File: config.mk
export PLATFORM = sky130hd
export DESIGN_NAME = mdu_iter_flat
export DESIGN_NICKNAME = d
export VERILOG_FILES = /design/src/rtl/mdu_iter_if.sv /design/src/rtl/mdu_iter.sv /design/src/flat_wrapper.sv
export SDC_FILE = /design/constraint.sdc
export NUM_CORES = 2
export LEC_CHECK = 0
export ABC_AREA = 1
export BUFFER_PORTS_ARGS = -buffer_cell sky130_fd_sc_hd__buf_2
export CAP_MARGIN = 20
export CORE_MARGIN = 2
export CORE_UTILIZATION = 40
export CTS_BUF_LIST = sky130_fd_sc_hd__clkbuf_16
export DETAILED_ROUTE_END_ITERATION = 10
export PLACE_DENSITY = 0.64
export SLEW_MARGIN = 10
export SYNTH_ARGS = -nofsm -noshare
export SYNTH_HDL_FRONTEND = slang
export SYNTH_SLANG_ARGS = --single-unit
File: constraint.sdc
create_clock -name clk -period 30.4 [get_ports clk]
set_clock_uncertainty 0.05 [all_clocks]
set_input_delay 7.6 -clock clk [delete_from_list [all_inputs] [get_ports clk]]
set_output_delay 7.6 -clock clk [all_outputs]
set_load 0.02 [all_outputs]
File: src/rtl/mdu_iter_if.sv
// rtl/mdu_iter_if.sv - request/result bundle between the EX stage and the multiply/divide unit
interface mdu_iter_if #(
  parameter int W = 32
) ();
  logic         start;
  logic [2:0]   op;
  logic [W-1:0] a;
  logic [W-1:0] b;
  logic         cancel;
  logic [1:0]   hilo_wr;
  logic         busy;
  logic         done;
  logic [W-1:0] hi;
  logic [W-1:0] lo;

  modport master (
    output start, op, a, b, cancel, hilo_wr,
    input  busy, done, hi, lo
  );

  modport slave (
    input  start, op, a, b, cancel, hilo_wr,
    output busy, done, hi, lo
  );
endinterface

File: src/rtl/mdu_iter.sv
// rtl/mdu_iter.sv - iterative multiply/divide unit with private HI/LO registers
module mdu_iter #(
  parameter int W          = 32,
  parameter int MUL_CYCLES = 5
) (
  input  logic       clk,
  input  logic       reset,
  mdu_iter_if.slave  bus
);

  localparam int CMAX = (MUL_CYCLES > W + 1) ? MUL_CYCLES : W + 1;
  localparam int CW   = $clog2(CMAX + 1);

  typedef enum logic [1:0] {S_IDLE, S_MUL, S_DIV} state_t;

  state_t         state_q, state_d;
  logic [CW-1:0]  cnt_q, cnt_d;
  logic [2:0]     op_q, op_d;
  logic [W-1:0]   a_q, a_d, b_q, b_d;
  logic [W-1:0]   rem_q, rem_d, quo_q, quo_d;
  logic [W-1:0]   hi_q, hi_d, lo_q, lo_d;
  logic [2*W-1:0] acc_q, acc_d;
  logic           busy_q, busy_d, done_q, done_d;

  // Multiply datapath: operands widened to 2W so the truncated product is exact modulo 2^(2W).
  logic           op_signed;
  logic [2*W-1:0] a_ext, b_ext, prod, mul_res;

  assign op_signed = ~op_q[0];
  assign a_ext     = op_signed ? {{W{a_q[W-1]}}, a_q} : {{W{1'b0}}, a_q};
  assign b_ext     = op_signed ? {{W{b_q[W-1]}}, b_q} : {{W{1'b0}}, b_q};
  assign prod      = a_ext * b_ext;
  assign mul_res   = !op_q[2] ? prod : (op_q[1] ? acc_q - prod : acc_q + prod);

  // Divide datapath: restoring step on magnitudes; quo_q starts as |a| and shifts quotient bits in.
  logic         a_neg, b_neg, ge;
  logic [W-1:0] b_mag, rem_sub, rem_next, quo_next, q_fix, r_fix;
  logic [W:0]   rem_sh;

  assign a_neg    = op_signed & a_q[W-1];
  assign b_neg    = op_signed & b_q[W-1];
  assign b_mag    = b_neg ? W'(0) - b_q : b_q;
  assign rem_sh   = {rem_q, quo_q[W-1]};
  assign ge       = rem_sh >= {1'b0, b_mag};
  assign rem_sub  = rem_sh[W-1:0] - b_mag;
  assign rem_next = ge ? rem_sub : rem_sh[W-1:0];
  assign quo_next = {quo_q[W-2:0], ge};
  assign q_fix    = (b_q == '0) ? '0 : ((a_neg ^ b_neg) ? W'(0) - quo_q : quo_q);
  assign r_fix    = (b_q == '0) ? '0 : (a_neg ? W'(0) - rem_q : rem_q);

  logic         start_div, start_signed;
  logic [W-1:0] a_mag_in;

  assign start_div    = (bus.op[2:1] == 2'b01);
  assign start_signed = ~bus.op[0];
  assign a_mag_in     = (start_signed & bus.a[W-1]) ? W'(0) - bus.a : bus.a;

  always_comb begin
    state_d = state_q;
    cnt_d   = cnt_q;
    op_d    = op_q;
    a_d     = a_q;
    b_d     = b_q;
    rem_d   = rem_q;
    quo_d   = quo_q;
    hi_d    = hi_q;
    lo_d    = lo_q;
    acc_d   = acc_q;
    busy_d  = busy_q;
    done_d  = 1'b0;

    if (state_q != S_IDLE) begin
      if (bus.cancel) begin
        state_d = S_IDLE;
        busy_d  = 1'b0;
        cnt_d   = '0;
      end else if (cnt_q == CW'(1)) begin
        state_d = S_IDLE;
        busy_d  = 1'b0;
        done_d  = 1'b1;
        cnt_d   = '0;
        if (state_q == S_MUL) begin
          {hi_d, lo_d} = mul_res;
        end else begin
          hi_d = r_fix;
          lo_d = q_fix;
        end
      end else begin
        cnt_d = cnt_q - 1'b1;
        if (state_q == S_DIV) begin
          rem_d = rem_next;
          quo_d = quo_next;
        end
      end
    end else if (!bus.cancel) begin
      // Only a real MTHI/MTLO code wins over start; 11 counts as no write.
      if (bus.hilo_wr == 2'b01) begin
        hi_d = bus.a;
      end else if (bus.hilo_wr == 2'b10) begin
        lo_d = bus.a;
      end else if (bus.start) begin
        op_d    = bus.op;
        a_d     = bus.a;
        b_d     = bus.b;
        acc_d   = {hi_q, lo_q};
        rem_d   = '0;
        quo_d   = a_mag_in;
        busy_d  = 1'b1;
        state_d = start_div ? S_DIV : S_MUL;
        cnt_d   = start_div ? CW'(W + 1) : CW'(MUL_CYCLES);
      end
    end
  end

  always_ff @(posedge clk) begin
    if (reset) begin
      state_q <= S_IDLE;
      cnt_q   <= '0;
      op_q    <= '0;
      a_q     <= '0;
      b_q     <= '0;
      rem_q   <= '0;
      quo_q   <= '0;
      hi_q    <= '0;
      lo_q    <= '0;
      acc_q   <= '0;
      busy_q  <= 1'b0;
      done_q  <= 1'b0;
    end else begin
      state_q <= state_d;
      cnt_q   <= cnt_d;
      op_q    <= op_d;
      a_q     <= a_d;
      b_q     <= b_d;
      rem_q   <= rem_d;
      quo_q   <= quo_d;
      hi_q    <= hi_d;
      lo_q    <= lo_d;
      acc_q   <= acc_d;
      busy_q  <= busy_d;
      done_q  <= done_d;
    end
  end

  assign bus.busy = busy_q;
  assign bus.done = done_q;
  assign bus.hi   = hi_q;
  assign bus.lo   = lo_q;

endmodule

File: src/flat_wrapper.sv
// flat-port wrapper written by rule: the top's interface ports become plain ports
module mdu_iter_flat 
#(
  parameter int W          = 32,
  parameter int MUL_CYCLES = 5
)
  (clk, reset, bus_start, bus_op, bus_a, bus_b, bus_cancel, bus_hilo_wr, bus_busy, bus_done, bus_hi, bus_lo);
  mdu_iter_if #(.W(W)) bus_i ();
  input  logic clk;
  input  logic reset;
  input wire logic [$bits(bus_i.start)-1:0] bus_start;
  input wire logic [$bits(bus_i.op)-1:0] bus_op;
  input wire logic [$bits(bus_i.a)-1:0] bus_a;
  input wire logic [$bits(bus_i.b)-1:0] bus_b;
  input wire logic [$bits(bus_i.cancel)-1:0] bus_cancel;
  input wire logic [$bits(bus_i.hilo_wr)-1:0] bus_hilo_wr;
  output wire logic [$bits(bus_i.busy)-1:0] bus_busy;
  output wire logic [$bits(bus_i.done)-1:0] bus_done;
  output wire logic [$bits(bus_i.hi)-1:0] bus_hi;
  output wire logic [$bits(bus_i.lo)-1:0] bus_lo;
  assign bus_i.start = bus_start;
  assign bus_i.op = bus_op;
  assign bus_i.a = bus_a;
  assign bus_i.b = bus_b;
  assign bus_i.cancel = bus_cancel;
  assign bus_i.hilo_wr = bus_hilo_wr;
  assign bus_busy = bus_i.busy;
  assign bus_done = bus_i.done;
  assign bus_hi = bus_i.hi;
  assign bus_lo = bus_i.lo;
  mdu_iter #(.W(W), .MUL_CYCLES(MUL_CYCLES)) u_core (.clk(clk), .reset(reset), .bus(bus_i));
endmodule
Word level (Yosys, flattened, before mapping). Cells that the tools add are included.

Register bits: 269. Input bits: 73. Output and inout port bits: 66. Logic and storage cells: 121.

$add $sub $neg: 8. $mul: 1. $lt $le $gt $ge: 1. Eq/ne operators: 13. Multiplexer cells: 64. Bitwise gates (word level): 10. Reductions and logical operators: 12.

Operators by type and width (count): two-way mux 32 bit (36); two-way mux 64 bit (4); subtractor 1 x 32 -> 32 bit (first input constant) (4); adder 64 bit (1); multiplier 64 x 64 -> 64 bit (1); subtractor 64 bit (1); two-way mux 6 bit (8); >= comparator 33 x 32 -> 1 bit (1); logical NOT 32 bit (1); subtractor 32 bit (1); two-way mux 2 bit (8); AND reduction 5 bit (2); two-way mux 1 bit (8); AND reduction 4 bit (2); nonzero test 2 bit (4); == test 2 x 1 -> 1 bit (second input constant) (3); == test 6 x 1 -> 1 bit (second input constant) (1); != test 2 x 1 -> 1 bit (second input constant) (3); != test 2 bit (second input constant) (3); inverter 1 bit (6); AND reduction 6 bit (1); subtractor 6 x 1 -> 6 bit (second input constant) (1); == test 2 bit (second input constant) (2); AND 1 bit (3); other kinds (4) (4).

Depth between registers and ports, before layout.
Word-level depth: 9. Gate-level depth with buffers: 63. Depth with buffers taken out: 61.

Worst setup path before layout. No wires, ideal clock.

Path type: reg-to-reg. Start point: reg u_core.op_q[0]. End point: reg u_core.hi_q[30], in the netlist u_core.bus.hi[30]. Setup time: 70 ps. Arrival time: 10806 ps. Data required time: 30280 ps. Slack: 19474 ps. Cell stages (with the launch flop): 49. Path buffers: 3. Period minus slack after synthesis: 10926 ps. Path through: dfxtp_1 > clkbuf_1 > clkbuf_1 > buf_1 > nor2_1 > fa_1 > fa_1 > fa_1 > inv_1 > fa_1 > fa_1 > fa_1 > inv_1 > fa_1 > inv_1 > fa_1 > inv_1 > fa_1 > [13 not listed] > nand2_1 > nor2_1 > nand2_1 > nor4_1 > nand4_1 > xor2_1 > nand2_1 > nand2_1 > ha_1 > a21oi_1 > o21a_1 > nor4_1 > a2111oi_0 > o21ai_0 > a21oi_1 > xor2_1 > o211ai_1 > a21oi_1.

Word-level cells in the longest chain between the ends: 9. Elaborated cells on any way between the ends: 15. Classes of those cells: add/sub: 2; mul: 1; mux: 10; bitwise: 2.

RTL lines: start, declared (RTL line mdu_iter.sv:18) `logic [2:0] op_q, op_d;`; start signal, assigned (RTL line mdu_iter.sv:132) `op_q <= op_d;`; two-way mux 64 bit (on tied branches) (RTL line mdu_iter.sv:30, mdu_iter.sv:31); multiplier 64 x 64 -> 64 bit (RTL line mdu_iter.sv:32) `assign prod = a_ext * b_ext;`; adder 64 bit or subtractor 64 bit (tied branches) (RTL line mdu_iter.sv:33) `assign mul_res = !op_q[2] ? prod : (op_q[1] ? acc_q - prod : acc_q + prod);`; two-way mux 64 bit (2 in a row) (RTL line mdu_iter.sv:33); two-way mux 32 bit * (RTL line mdu_iter.sv:82) `if (state_q == S_MUL) begin`; two-way mux 32 bit * (RTL line mdu_iter.sv:77) `end else if (cnt_q == CW'(1)) begin`; two-way mux 32 bit * (RTL line mdu_iter.sv:73) `if (bus.cancel) begin`; two-way mux 32 bit * (RTL line mdu_iter.sv:72) `if (state_q != S_IDLE) begin`; end signal, assigned (RTL line mdu_iter.sv:137) `hi_q <= hi_d;`; end, declared (RTL line mdu_iter.sv:21) `logic [W-1:0] hi_q, hi_d, lo_q, lo_d;`.

Mark *: on every way between the ends. The rest lies on a longest branch, timed or not. The select of a mux whose other input is x is not followed. A chain may end at the register's enable or synchronous reset.

Worst setup path after layout.
Start point: reg u_core.a_q[31]. End point: reg u_core.hi_q[30], in the netlist u_core.bus.hi[30].

Word-level cells in the longest chain between the ends: 9. Elaborated cells on any way between the ends: 13. Classes of those cells: add/sub: 2; mul: 1; mux: 9; bitwise: 1.

RTL lines: start, declared (RTL line mdu_iter.sv:19) `logic [W-1:0] a_q, a_d, b_q, b_d;`; start signal, assigned (RTL line mdu_iter.sv:120) `a_q <= '0;`; start signal, assigned (RTL line mdu_iter.sv:133) `a_q <= a_d;`; two-way mux 64 bit (RTL line mdu_iter.sv:30) `assign a_ext = op_signed ? {{W{a_q[W-1]}}, a_q} : {{W{1'b0}}, a_q};`; multiplier 64 x 64 -> 64 bit (RTL line mdu_iter.sv:32); adder 64 bit or subtractor 64 bit (tied branches) (RTL line mdu_iter.sv:33); two-way mux 64 bit (2 in a row) (RTL line mdu_iter.sv:33); two-way mux 32 bit * (RTL line mdu_iter.sv:82); two-way mux 32 bit * (RTL line mdu_iter.sv:77); two-way mux 32 bit * (RTL line mdu_iter.sv:73); two-way mux 32 bit * (RTL line mdu_iter.sv:72).

Marked as above.

==> impl_metrics.json <==
{
  "status": "completed",
  "cts_root_buffer": "clkbuf_16",
  "antenna_found_initial": 7,
  "final_cell_mix": "inv_1 (2764), nand2_1 (2309), fa_1 (1435), nor2_1 (675), ha_1 (401)",
  "gp_congestion": 0.994,
  "slowest_stage": "fa_1",
  "fmax_ghz": 0.0748,
  "synth_edf_count": 0,
  "rr_startpoint": "u_core.a_q[31]",
  "crit_required_ns": 30.86,
  "period_needed_ns": 13.36,
  "synth_cells": 9982,
  "pwr_density_cell_mw_per_mm2": 59.5,
  "io_pins": 139,
  "finalMaxSlewViolations": 0,
  "whs_path_depth": 2,
  "initial_utilization_pct": 40.3,
  "rsz0062_at_grt": "no",
  "buffer_ports.inserted": 138,
  "worstPathArrival_ns": 13.82,
  "min_to": "u_core.bus.busy",
  "worstPathMaxFanout": 28,
  "cts_resized": 0,
  "fillers": 18600,
  "drv_cap": 0,
  "hold_path_class": "flip-flop to flip-flop",
  "reg2reg_slack_ns": 17.04,
  "fin_nets": 11800,
  "timing.final.crit_share_pct": 44.0,
  "synth_seq_area_share_pct": 7.40,
  "final_common_cell": "inv_1",
  "yosys_most_used_dff": "dfxtp_1",
  "worstReg2RegEnd": "u_core.bus.hi[30]",
  "worstSkewPairLatency_ns": 0.62,
  "grt_start_max_net_pins": 98,
  "holdCritStartpoint": "u_core.bus.busy",
  "post_dp_cell_area_mm2": 0.0757,
  "synth_warnings": 0,
  "ir_drop_mv": 0.0483,
  "core_area_mm2": 0.181,
  "drive_gt1_share_pct": 3.86,
  "synth_fp_nets": 11900,
  "cts_tree": "built",
  "fp.dieArea_mm2": 0.185,
  "wirelength_um": 269000,
  "critPathLaunchType": "flip-flop",
  "synth-seq-cells": 269,
  "final_area_mm2": 0.0770,
  "synth_area_mm2": 0.0728,
  "wl_per_cell_um": 21.9,
  "path_clk_slew_ns": 0.07,
  "post_cts_buffers": 0,
  "synth.avg_cell_area_um2": 7.29,
  "crit_path_max_incr_delay_ns": 0.73,
  "vias_per_cell": 5.19,
  "grt_pass1_wl_um": 411000,
  "rows": 156,
  "dp_hpwl_um": 226000,
  "clock_sinks": 269,
  "fp.dieH_um": 431,
  "cts_max_path_buffers": 3,
  "endpoint_kind": "flip-flop",
  "grt_use_total_pct": 29.3,
  "antenna_left": 0,
  "crit_top_cell": "nand2_1",
  "synthToLayoutAreaGrowth_pct": 5.81,
  "drc": 0,
  "final_hold_viol_count": 0,
  "cts_made_buffers": 35,
  "drtIter0Drc": 5871,
  "holdBufCountCts": 0,
  "async_flop_share_pct": 0,
  "htree_levels": 2,
  "routed-via-count": 63600,
  "grt_overflow": 0,
  "firstDrtPassIters": 8,
  "die_width_um": 431,
  "r2r.worst_path.cells": 48,
  "slew_headroom_pct": 24.6,
  "timing.setup.tns_ns": 0,
  "synth.distinct_cells": 59,
  "worst_slew_pin_slew_ns": 1.12,
  "grt_pass1_vias": 67000,
  "power_leakage_nw": 44.1,
  "crit_type": "flip-flop to flip-flop",
  "setup_viol": 0
}
[flip-flops by register name (all words and copies together), names as in the netlist, 6 cells and up]
name and count:
u_core.acc_q 64, u_core.b_q 32, u_core.a_q 32, u_core.bus.lo 32
u_core.quo_q 32, u_core.bus.hi 32, u_core.rem_q 32, u_core.cnt_q 6
[kinds of logic (layout without fill, tap and decap cells)]
logic type / count (synthesis) / after routing / synth area share (%)
flops: 269 / 269 / 7.40
xor+xnor: 253 / 253 / 3.13
buf+inv: 3192 / 3087 / 16.5
other cells: 0 / 2 / 0
simple gates: 3437 / 3437 / 18.9
compound gates: 995 / 995 / 7.69
fa+ha+maj: 1836 / 1836 / 46.4
[through the flow]
stage | worst slack [ns] | power, mW | cells | hold slack, ns | utilization, %
global placement | 16.93 | 4.04 | 12200 | 0.406 | 41.9
global route | 16.34 | 4.97 | 12200 | 0.451 | 42.6
detailed placement | 17.09 | 4.02 | 12200 | 0.413 | 41.9
floorplan | 19.47 | 2.76 | 9982 | 0.385 | -
CTS | 16.97 | 4.55 | 12200 | 0.423 | 42.6
finish | 17.04 | 4.58 | 12200 | 0.426 | 42.6
[area by class of cell]
class / count / area, um^2 / share of cell area, %
diodes: 2 / 5.00 / 0.00650
clock buffers: 35 / 876 / 1.14
clock inverters: 29 / 383 / 0.497
inverters: 2781 / 10400 / 13.6
multi-input cells: 6521 / 55400 / 72.0
flip-flops and latches: 269 / 5390 / 7.00
well taps: 2370 / 2970 / 3.85
repair buffers: 242 / 1500 / 1.94
[worst max-delay path: cells and delay by family, from the launching register on]
kind                     cells  cell delay, ns
AO/OA/AOI/OAI                6            1.28
XOR/XNOR                     2            0.35
adder cells (fa/ha/maj)     12            6.32
buffers and inverters        9            1.18
flip-flops                   1            0.49
AND/OR/NAND/NOR             19            3.55
[where the power goes]
group          internal (mW)  switching [mW]
registers              0.380          0.0320
logic                   1.09            2.59
clock network          0.275           0.206
[cell usage after synthesis, drive strengths merged, types with 78 or more instances]
master,n,area (um^2)
xnor2,78,698
o21ai,362,1830
nor2,687,2600
dfxtp,269,5390
fa,1435,28700
inv,2775,10400
xor2,175,1580
nor3,93,490
ha,401,5020
nand3,194,981
o211ai,92,691
a21oi,383,1930
nand2,2319,8730
clkbuf,349,1310
[per-layer routing]
metal  part of all wire, %  up-vias  GRT usage [%]
li1                      -    28800              -
met1                    40    31600           37.9
met2                    47     2680           49.0
met3                   7.1      557           3.23
met4                   5.9        4           14.1
met5                0.0074        -              0
[how the worst max path moves through the flow]
stage	startpoint	endpoint	slack, ns	depth (start not counted)
final	u_core.a_q[31]	u_core.bus.hi[30]	17.04	48
after global routing	u_core.a_q[31]	u_core.bus.hi[30]	16.34	48
after CTS	u_core.a_q[31]	u_core.bus.hi[30]	16.97	48
after detailed placement	u_core.op_q[0]	u_core.bus.hi[30]	17.09	45
after global placement	u_core.op_q[0]	u_core.bus.hi[30]	16.93	45
after floorplan	u_core.op_q[0]	u_core.bus.hi[30]	19.47	48
No activity file was read; power rests on OpenSTA's default activity.
